--- config.mk ---
export PLATFORM = sky130hd
export DESIGN_NAME = fetch_sequencer
export DESIGN_NICKNAME = d
export VERILOG_FILES = /design/src/rtl/fetch_pkg.sv /design/src/rtl/pc_counter.sv /design/src/rtl/fetch_sequencer.sv
export SDC_FILE = /design/constraint.sdc
export NUM_CORES = 1
export LEC_CHECK = 0
export BUFFER_PORTS_ARGS = -buffer_cell sky130_fd_sc_hd__buf_2
export CAP_MARGIN = 40
export CORE_MARGIN = 2
export CORE_UTILIZATION = 35
export CTS_CLUSTER_DIAMETER = 200
export DETAILED_ROUTE_END_ITERATION = 8
export HOLD_SLACK_MARGIN = 0.02
export PLACE_DENSITY = 0.61
export SLEW_MARGIN = 0
export SYNTH_ARGS = -nofsm -noshare
export SYNTH_HDL_FRONTEND = slang
export SYNTH_SLANG_ARGS = --single-unit
--- constraint.sdc ---
create_clock -name CLK -period 4.3 [get_ports CLK]
set_clock_uncertainty 0.2 [all_clocks]
set_input_delay 0.645 -clock CLK [delete_from_list [all_inputs] [get_ports CLK]]
set_output_delay 0.645 -clock CLK [all_outputs]
set_load 0.005 [all_outputs]
--- src/rtl/fetch_pkg.sv ---
// Shared types and constants for the instruction-fetch stage.
package fetch_pkg;

  typedef enum logic [1:0] {
    FETCH_OP  = 2'd0,
    FETCH_IMM = 2'd1,
    EXEC      = 2'd2,
    HALTED    = 2'd3
  } fetch_state_e;

  // Opcode bit that announces a trailing immediate byte.
  localparam int IMM_BIT = 7;

  localparam logic [7:0] HALT_OP_DEFAULT = 8'h7F;

endpackage

--- src/rtl/pc_counter.sv ---
// Program counter: async clear, synchronous load wins over count enable,
// wraps modulo 2^PC_W like a pair of cascaded 161s.
module pc_counter #(
  parameter int PC_W = 8
) (
  input  logic            clk_i,
  input  logic            clr_n_i,
  input  logic            load_i,
  input  logic [PC_W-1:0] load_val_i,
  input  logic            en_i,
  output logic [PC_W-1:0] q_o
);

  logic [PC_W-1:0] cnt_q;
  logic [PC_W-1:0] cnt_d;

  always_comb begin
    cnt_d = cnt_q;
    if (load_i) begin
      cnt_d = load_val_i;
    end else if (en_i) begin
      cnt_d = cnt_q + {{(PC_W-1){1'b0}}, 1'b1};
    end
  end

  always_ff @(posedge clk_i or negedge clr_n_i) begin
    if (!clr_n_i) begin
      cnt_q <= '0;
    end else begin
      cnt_q <= cnt_d;
    end
  end

  assign q_o = cnt_q;

endmodule

--- src/rtl/fetch_sequencer.sv ---
// Instruction-fetch stage: walks the program ROM, latches opcode and optional
// immediate, and hands complete instructions to execute via ir_valid/exec_ready.
module fetch_sequencer
  import fetch_pkg::*;
#(
  parameter int         PC_W    = 8,
  parameter int         ROM_AW  = 11,
  parameter logic [7:0] HALT_OP = HALT_OP_DEFAULT
) (
  input  logic              CLK,
  input  logic              CLRB,
  output logic [ROM_AW-1:0] rom_a,
  output logic              rom_ceb,
  output logic              rom_oeb,
  input  logic [7:0]        rom_d,
  output logic [7:0]        ir,
  output logic [7:0]        imm,
  output logic              ir_valid,
  input  logic              exec_ready,
  input  logic              jump,
  input  logic [PC_W-1:0]   jump_addr,
  output logic [PC_W-1:0]   pc,
  output logic              halted
);

  fetch_state_e state_q, state_d;
  logic [7:0]   ir_q, ir_d;
  logic [7:0]   imm_q, imm_d;
  logic         fetching;
  logic         pc_load;

  pc_counter #(
    .PC_W(PC_W)
  ) u_pc (
    .clk_i      (CLK),
    .clr_n_i    (CLRB),
    .load_i     (pc_load),
    .load_val_i (jump_addr),
    .en_i       (fetching),
    .q_o        (pc)
  );

  always_ff @(posedge CLK or negedge CLRB) begin
    if (!CLRB) begin
      state_q <= FETCH_OP;
    end else begin
      state_q <= state_d;
    end
  end

  always_comb begin
    state_d = state_q;
    case (state_q)
      FETCH_OP: begin
        if (rom_d == HALT_OP) begin
          state_d = HALTED;
        end else if (rom_d[IMM_BIT]) begin
          state_d = FETCH_IMM;
        end else begin
          state_d = EXEC;
        end
      end
      FETCH_IMM: state_d = EXEC;
      EXEC:      if (exec_ready) state_d = FETCH_OP;
      HALTED:    state_d = HALTED;
      default:   state_d = FETCH_OP;
    endcase
  end

  always_comb begin
    fetching = (state_q == FETCH_OP) || (state_q == FETCH_IMM);
    pc_load  = (state_q == EXEC) && exec_ready && jump;
    rom_ceb  = ~(fetching & CLRB);
    rom_oeb  = ~(fetching & CLRB);
    ir_valid = (state_q == EXEC);
    halted   = (state_q == HALTED);
  end

  // rom_d is only sampled in fetch states, so a floating bus elsewhere never lands here.
  always_comb begin
    ir_d  = ir_q;
    imm_d = imm_q;
    if (state_q == FETCH_OP) begin
      ir_d  = rom_d;
      imm_d = 8'h00;
    end else if (state_q == FETCH_IMM) begin
      imm_d = rom_d;
    end
  end

  always_ff @(posedge CLK or negedge CLRB) begin
    if (!CLRB) begin
      ir_q  <= 8'h00;
      imm_q <= 8'h00;
    end else begin
      ir_q  <= ir_d;
      imm_q <= imm_d;
    end
  end

  assign ir    = ir_q;
  assign imm   = imm_q;
  assign rom_a = {{(ROM_AW-PC_W){1'b0}}, pc};

endmodule

==> flow_metrics.py, run 1 <==
metrics = {
    "logic_synthesis": {
        "ys_types": 32,
        "synthArstFlopShare_pct": 100,
        "ys_seq_elements": 26,
        "yosysWarnings": 0,
        "avgSynthCellArea_um2": 11.5,
        "synth-edff-count": 0,
        "synthTopCellsByArea": "dfrtp_1 53%, buf_4 7.3%, mux2_2 7.3%",
        "post-synth-top-count-cell": "dfrtp_1",
        "synth_seq_area_share_pct": 53.0,
        "synthesis.area_um2": 1230,
        "synthTopCellsByCount": "26 x dfrtp_1, 12 x buf_4, 8 x a22o_1, 8 x mux2_2, 7 x nand2_1",
        "synth_cells": 107,
        "synth_top_area_share_pct": 53.0,
        "synthFlopType": "dfrtp_1",
        "yosys.area.top_type": "dfrtp_1",
    },
    "grt": {
        "antenna_found_initial": 0,
        "gr-total-overflow": 0,
        "grt_usage_pct": 13.4,
        "grt_pass1_vias": 913,
        "gr-usage-met1_pct": 18.6,
        "grt_max_degree": 28,
        "use_met3_pct": 3.93,
        "use_met2_pct": 21.1,
        "grt_busiest_layer": "met2",
        "grt_pass1_wl_um": 4260,
    },
    "sta": {
        "fin_ws_ps": 1940,
        "final_hold_viol_count": 0,
        "finalMaxSlewViolations": 0,
        "worst_slew_pin_slew_ps": 675,
        "period_needed_ps": 2360,
        "fin_crit_sh_pct": 54.9,
        "setup_viol": 0,
        "fin_setup_tns_ps": 0,
        "rsz0062_at_grt": "false",
        "fmax_mhz": 424,
        "relSlewSlack_pct": 55.0,
    },
    "floorplanning": {
        "start_util_pct": 36.5,
        "die_area_um2": 4000,
        "fp.dieH_um": 63.3,
        "coreArea_um2": 3360,
        "row_count": 21,
        "die_w_um": 63.3,
        "io_pins": 59,
    },
    "clocking": {
        "insertion_delay_ps": 330,
        "cts_tree": "built",
        "cts_sinks": 26,
        "clkTransAtPathRegs_ps": 150,
        "cts_root_buffer": "clkbuf_4",
        "post_cts_buffers": 0,
        "cts_max_path_buffers": 2,
        "cts_buffers": 3,
        "htree_num_levels": 1,
        "cts_hold_buf": 0,
        "cts_resized": 0,
    },
    "pwr": {
        "p_leak_nw": 0.739,
        "power_frac_comb_pct": 40.0,
        "swShare_pct": 35.6,
        "ir_drop_v": 0.000308,
        "p_int_mw": 0.652,
        "power_frac_clock_pct": 12.6,
        "p_switching_mw": 0.361,
        "p_per_area_nw_per_um2": 679,
        "pwr-share-seq_pct": 47.4,
    },
    "setup_path": {
        "critical_path_class": "flop to output port",
        "arrival_ps": 1520,
        "slowest_delay_ps": 800,
        "ff2ff_setup_slack_ps": 2330,
        "r2r_start": "state_q[1]$_DFFE_PN0P_",
        "crit_required_ps": 3450,
        "rr_endpoint": "u_pc.q_o[6]$_DFFE_PN0P_",
        "cp_max_fo": 22,
        "crit_buf_inv": 1,
        "path_delay_family": "flip-flops",
        "critPathCaptureType": "output port",
        "cp_slowest_cell": "dfrtp_1",
        "rr_worst_depth": 3,
        "path_cells": "and2_1, buf_2",
        "cp.depth": 2,
        "start_kind": "flop",
    },
    "placed_design": {
        "port_buffers": 55,
        "dp_worst_setup_slack_ps": 2010,
        "routabilityCongestion": 0.787,
        "place.detailed.hpwl_um": 1860,
        "place_area_um2": 1460,
    },
    "route": {
        "detail_route.wl_per_cell_um": 12.9,
        "drt_iter0_markers": 54,
        "antenna_left": 0,
        "via_count": 928,
        "drc": 0,
        "finalWirelength_um": 2560,
        "routed_via_density": 4.69,
        "first_pass_iters": 4,
    },
    "final_layout": {
        "multi_input_area_um2": 472,
        "drive_gt1_share_pct": 45.4,
        "fillCellCount": 348,
        "syn_to_final_growth_pct": 21.4,
        "diodes": 0,
        "seq_area_um2": 651,
        "nets": 174,
        "post-route-cell-area_um2": 1490,
    },
    "run_status": {
        "outcome": "finished clean",
    },
    "run": {
        "drv_cap": 0,
    },
    "min_path": {
        "hp-class": "primary input to async pin",
    },
}
per-stage QoR:
stage	util (%)	cells	hold WS, ps	power, mW
finish	44.3	198	91.9	1.01
global route	44.3	198	124	1.10
CTS	44.3	198	98.8	1.03
detailed placement	43.3	194	294	0.897
global placement	43.3	194	288	0.883
floorplan	-	109	149	0.742
per-layer routing:
| metal | up-vias | part of all wire, % |
|---|---|---|
| li1 | 452 | - |
| met1 | 426 | 48 |
| met2 | 48 | 44 |
| met3 | 2 | 8.3 |
| met4 | 0 | 0.55 |
| met5 | - | 0 |
power groups by stage:
stage,Combinational [mW],Sequential [mW],Clock (mW)
global placement,0.407,0.476,0
detailed placement,0.413,0.484,0
finish,0.405,0.480,0.128
global route,0.452,0.502,0.144
floorplan,0.281,0.461,0
CTS,0.413,0.481,0.134
kinds of logic after synthesis:
| family | count (synthesis) | share of synthesized area (%) |
|---|---|---|
| buffers and inverters | 16 | 9.27 |
| muxes | 9 | 8.15 |
| and+or+nand+nor | 30 | 14.1 |
| AOI/OAI and AO/OA | 20 | 11.4 |
| adders and majority gates | 1 | 1.02 |
| xor gates and xnor gates | 4 | 2.85 |
| other | 1 | 0.305 |
| DFF | 26 | 53.0 |
worst max-delay path by stage:
stage	slack [ps]	endpoint	start
floorplan	2480	ir_valid	state_q[1]$_DFFE_PN0P_
global placement	2030	rom_ceb	CLRB
detailed placement	2010	rom_ceb	CLRB
CTS	1940	halted	state_q[1]$_DFFE_PN0P_
global route	1870	halted	state_q[1]$_DFFE_PN0P_
finish	1940	halted	state_q[1]$_DFFE_PN0P_
placed cells by master (no fill, tap or decap):
| cell | synthesis | final |
|---|---|---|
| and2b_1 | 1 | 1 |
| a31oi_1 | 2 | 2 |
| mux2_2 | 8 | 8 |
| clkbuf_4 | 0 | 3 |
| nand4_1 | 2 | 2 |
| and2_1 | 1 | 1 |
| nor2_1 | 3 | 3 |
| nor2_2 | 1 | 1 |
| clkbuf_8 | 0 | 1 |
| o21ai_0 | 5 | 5 |
| xnor2_1 | 1 | 1 |
| or4_1 | 1 | 1 |
| dfrtp_1 | 26 | 26 |
| mux2i_1 | 1 | 1 |
| or2_2 | 1 | 1 |
| nand3_1 | 3 | 3 |
| a22o_1 | 8 | 8 |
| ha_1 | 1 | 1 |
| a21o_1 | 1 | 1 |
| o211ai_1 | 1 | 1 |
| conb_1 | 1 | 3 |
| a21oi_1 | 2 | 2 |
| or3_1 | 2 | 2 |
| nor2b_1 | 3 | 3 |
| nand4b_1 | 3 | 3 |
| and4b_1 | 1 | 1 |
| o21bai_1 | 1 | 1 |
| nand2_1 | 7 | 7 |
| xor2_1 | 3 | 3 |
| buf_2 | 1 | 55 |
| nand2b_1 | 1 | 1 |
worst reg2reg max path: stages, from the launching register on:
cell     delay (ps)
dfrtp_1         660
and4b_1         440
or4_1           530
nand3_1         100
sequential cells by signal, indices dropped and copies added (netlist names):
name and cells:
imm 8, ir 8, state_q 2, u_pc.q_o 8
final cells by class:
| cell class | count | area share [%] |
|---|---|---|
| clock buffers | 4 | 2.43 |
| multi-input cells | 67 | 31.6 |
| flip-flops and latches | 26 | 43.6 |
| well taps | 46 | 3.86 |
| repair buffers | 55 | 18.5 |
Note: power is estimated with default switching activity, not from simulation.
==> inputs of run 2 (changes only) <==
--- a/config.mk
+++ b/config.mk
@@ -12,7 +12,7 @@
 export CTS_CLUSTER_DIAMETER = 200
 export DETAILED_ROUTE_END_ITERATION = 8
 export HOLD_SLACK_MARGIN = 0.02
-export PLACE_DENSITY = 0.61
+export PLACE_DENSITY = 0.64
 export SLEW_MARGIN = 0
 export SYNTH_ARGS = -nofsm -noshare
 export SYNTH_HDL_FRONTEND = slang
==> constraint.sdc (replaced) <==
create_clock -name CLK -period 1.9 [get_ports CLK]
set_clock_uncertainty 0.2 [all_clocks]
set_input_delay 0.285 -clock CLK [delete_from_list [all_inputs] [get_ports CLK]]
set_output_delay 0.285 -clock CLK [all_outputs]
set_load 0.005 [all_outputs]
==> flow_metrics.py, run 2 (same netlist as run 1, synthesis figures left out) <==
metrics = {
    "run_status": {
        "outcome": "finished clean",
    },
    "grt": {
        "grt_pass1_vias": 1122,
        "grt_pass1_wl_um": 4840,
        "grt_usage_pct": 15.0,
        "grt_max_degree": 27,
        "antenna_found_initial": 0,
        "gr-total-overflow": 0,
    },
    "route": {
        "drc": 0,
        "routed_via_density": 4.65,
        "drt_iter0_markers": 28,
        "antenna_left": 0,
        "via_count": 1010,
        "finalWirelength_um": 2810,
        "first_pass_iters": 4,
        "detail_route.wl_per_cell_um": 13.0,
    },
    "final_layout": {
        "finish.utilization_pct": 50.2,
        "nets": 193,
        "instances_no_fill": 217,
        "syn_to_final_growth_pct": 37.5,
        "drive_gt1_share_pct": 43.3,
        "post-route-cell-area_um2": 1690,
        "diodes": 0,
        "final_cell_mix": "55 x buf_2, 25 x dfrtp_1, 15 x dlygate4sd3_1, 8 x mux2_2, 8 x a22o_1",
        "final_common_cell": "buf_2",
    },
    "sta": {
        "fin_crit_sh_pct": 93.0,
        "relSlewSlack_pct": 64.7,
        "final_hold_viol_count": 0,
        "fin_ws_ps": 133,
        "worst_hold_slack_ps": 30.7,
        "setup_viol": 0,
        "period_needed_ps": 1770,
        "rsz0062_at_grt": "false",
        "fmax_mhz": 566,
        "worst_slew_pin_slew_ps": 528,
        "fin_setup_tns_ps": 0,
        "finalMaxSlewViolations": 0,
    },
    "clocking": {
        "htree_num_levels": 1,
        "cts_buffers": 3,
        "cts_root_buffer": "clkbuf_4",
        "cts_max_path_buffers": 2,
        "post_cts_buffers": 0,
        "cts_tree": "built",
        "clkTransAtPathRegs_ps": 130,
        "cts_sinks": 26,
        "insertion_delay_ps": 310,
    },
    "pwr": {
        "total_power_mw": 2.45,
        "ir_drop_v": 0.000650,
        "p_leak_nw": 0.827,
        "p_per_area_nw_per_um2": 1450,
    },
    "floorplanning": {
        "row_count": 21,
        "io_pins": 59,
        "start_util_pct": 36.5,
        "die_area_um2": 4000,
        "coreArea_um2": 3360,
        "die_w_um": 63.3,
        "fp.dieH_um": 63.3,
    },
    "setup_path": {
        "crit_required_ps": 1410,
        "critical_path_class": "flop to output port",
        "cp_max_fo": 10,
        "arrival_ps": 1280,
        "critPathCaptureType": "output port",
        "start_kind": "flop",
    },
    "placed_design": {
        "dp_worst_setup_slack_ps": 244,
        "place.detailed.hpwl_um": 2010,
        "routabilityCongestion": 0.770,
        "placedCellCount": 198,
        "place_area_um2": 1490,
        "port_buffers": 55,
    },
    "run": {
        "drv_cap": 0,
    },
    "min_path": {
        "hp-class": "primary input to flop",
    },
}
## run 2: cell count changes in the layout (fill, tap and decap cells not counted)
cell / change
buf_4: +4
bufinv_16: +1
clkbuf_8: -1
dfrtp_1: -1
dfrtp_2: +1
dlygate4sd3_1: +15
## run 2: final timing paths
kind / startpoint / endpoint / slack [ps] / depth (start not counted)
setup / recovery: state_q[1]$_DFFE_PN0P_ / halted / 130 / 3
hold / removal: jump_addr[0] / u_pc.q_o[0]$_DFFE_PN0P_ / 30 / 3
setup reg to reg: u_pc.q_o[0]$_DFFE_PN0P_ / u_pc.q_o[6]$_DFFE_PN0P_ / 220 / 4
hold reg to reg: ir[1]$_DFFE_PN0P_ / ir[1]$_DFFE_PN0P_ / 320 / 1
min in group asynchronous: CLRB / u_pc.q_o[3]$_DFFE_PN0P_ / 300 / 3
max in group asynchronous: CLRB / state_q[1]$_DFFE_PN0P_ / 920 / 3
## run 2: what timing repair did
action	CTS	global route
hold buffers	15	0
gates resized for setup	0	1
setup endpoints to repair	0	1
hold endpoints to repair	45	0
## run 2: final cells by class
cell class / count / area (µm²)
Fill cell: 330 / 1670
Sequential cell: 26 / 652
Multi-Input combinational cell: 67 / 472
Timing Repair Buffer: 74 / 455
Tap cell: 46 / 57.6
Clock inverter: 1 / 30.0
Clock buffer: 3 / 22.5
## run 2: metal layers
layer	GRT usage [%]	routed length, µm
met1	18.9	1280
met2	26.9	1360
met3	2.50	176
met4	3.26	0
met5	0	0
## run 2: critical path, cell delays in order (launching register included)
cell     delay, ps
dfrtp_2        500
buf_4          190
and2_1         150
buf_2          130
## run 2: where the power goes
part / switching, mW / internal (mW) / leakage (nW) / total (mW)
sequential: 0.242 / 0.818 / 0.318 / 1.06
combinational: 0.424 / 0.590 / 0.482 / 1.01
clock: 0.165 / 0.213 / 0.0279 / 0.379
total: 0.832 / 1.62 / 0.827 / 2.45
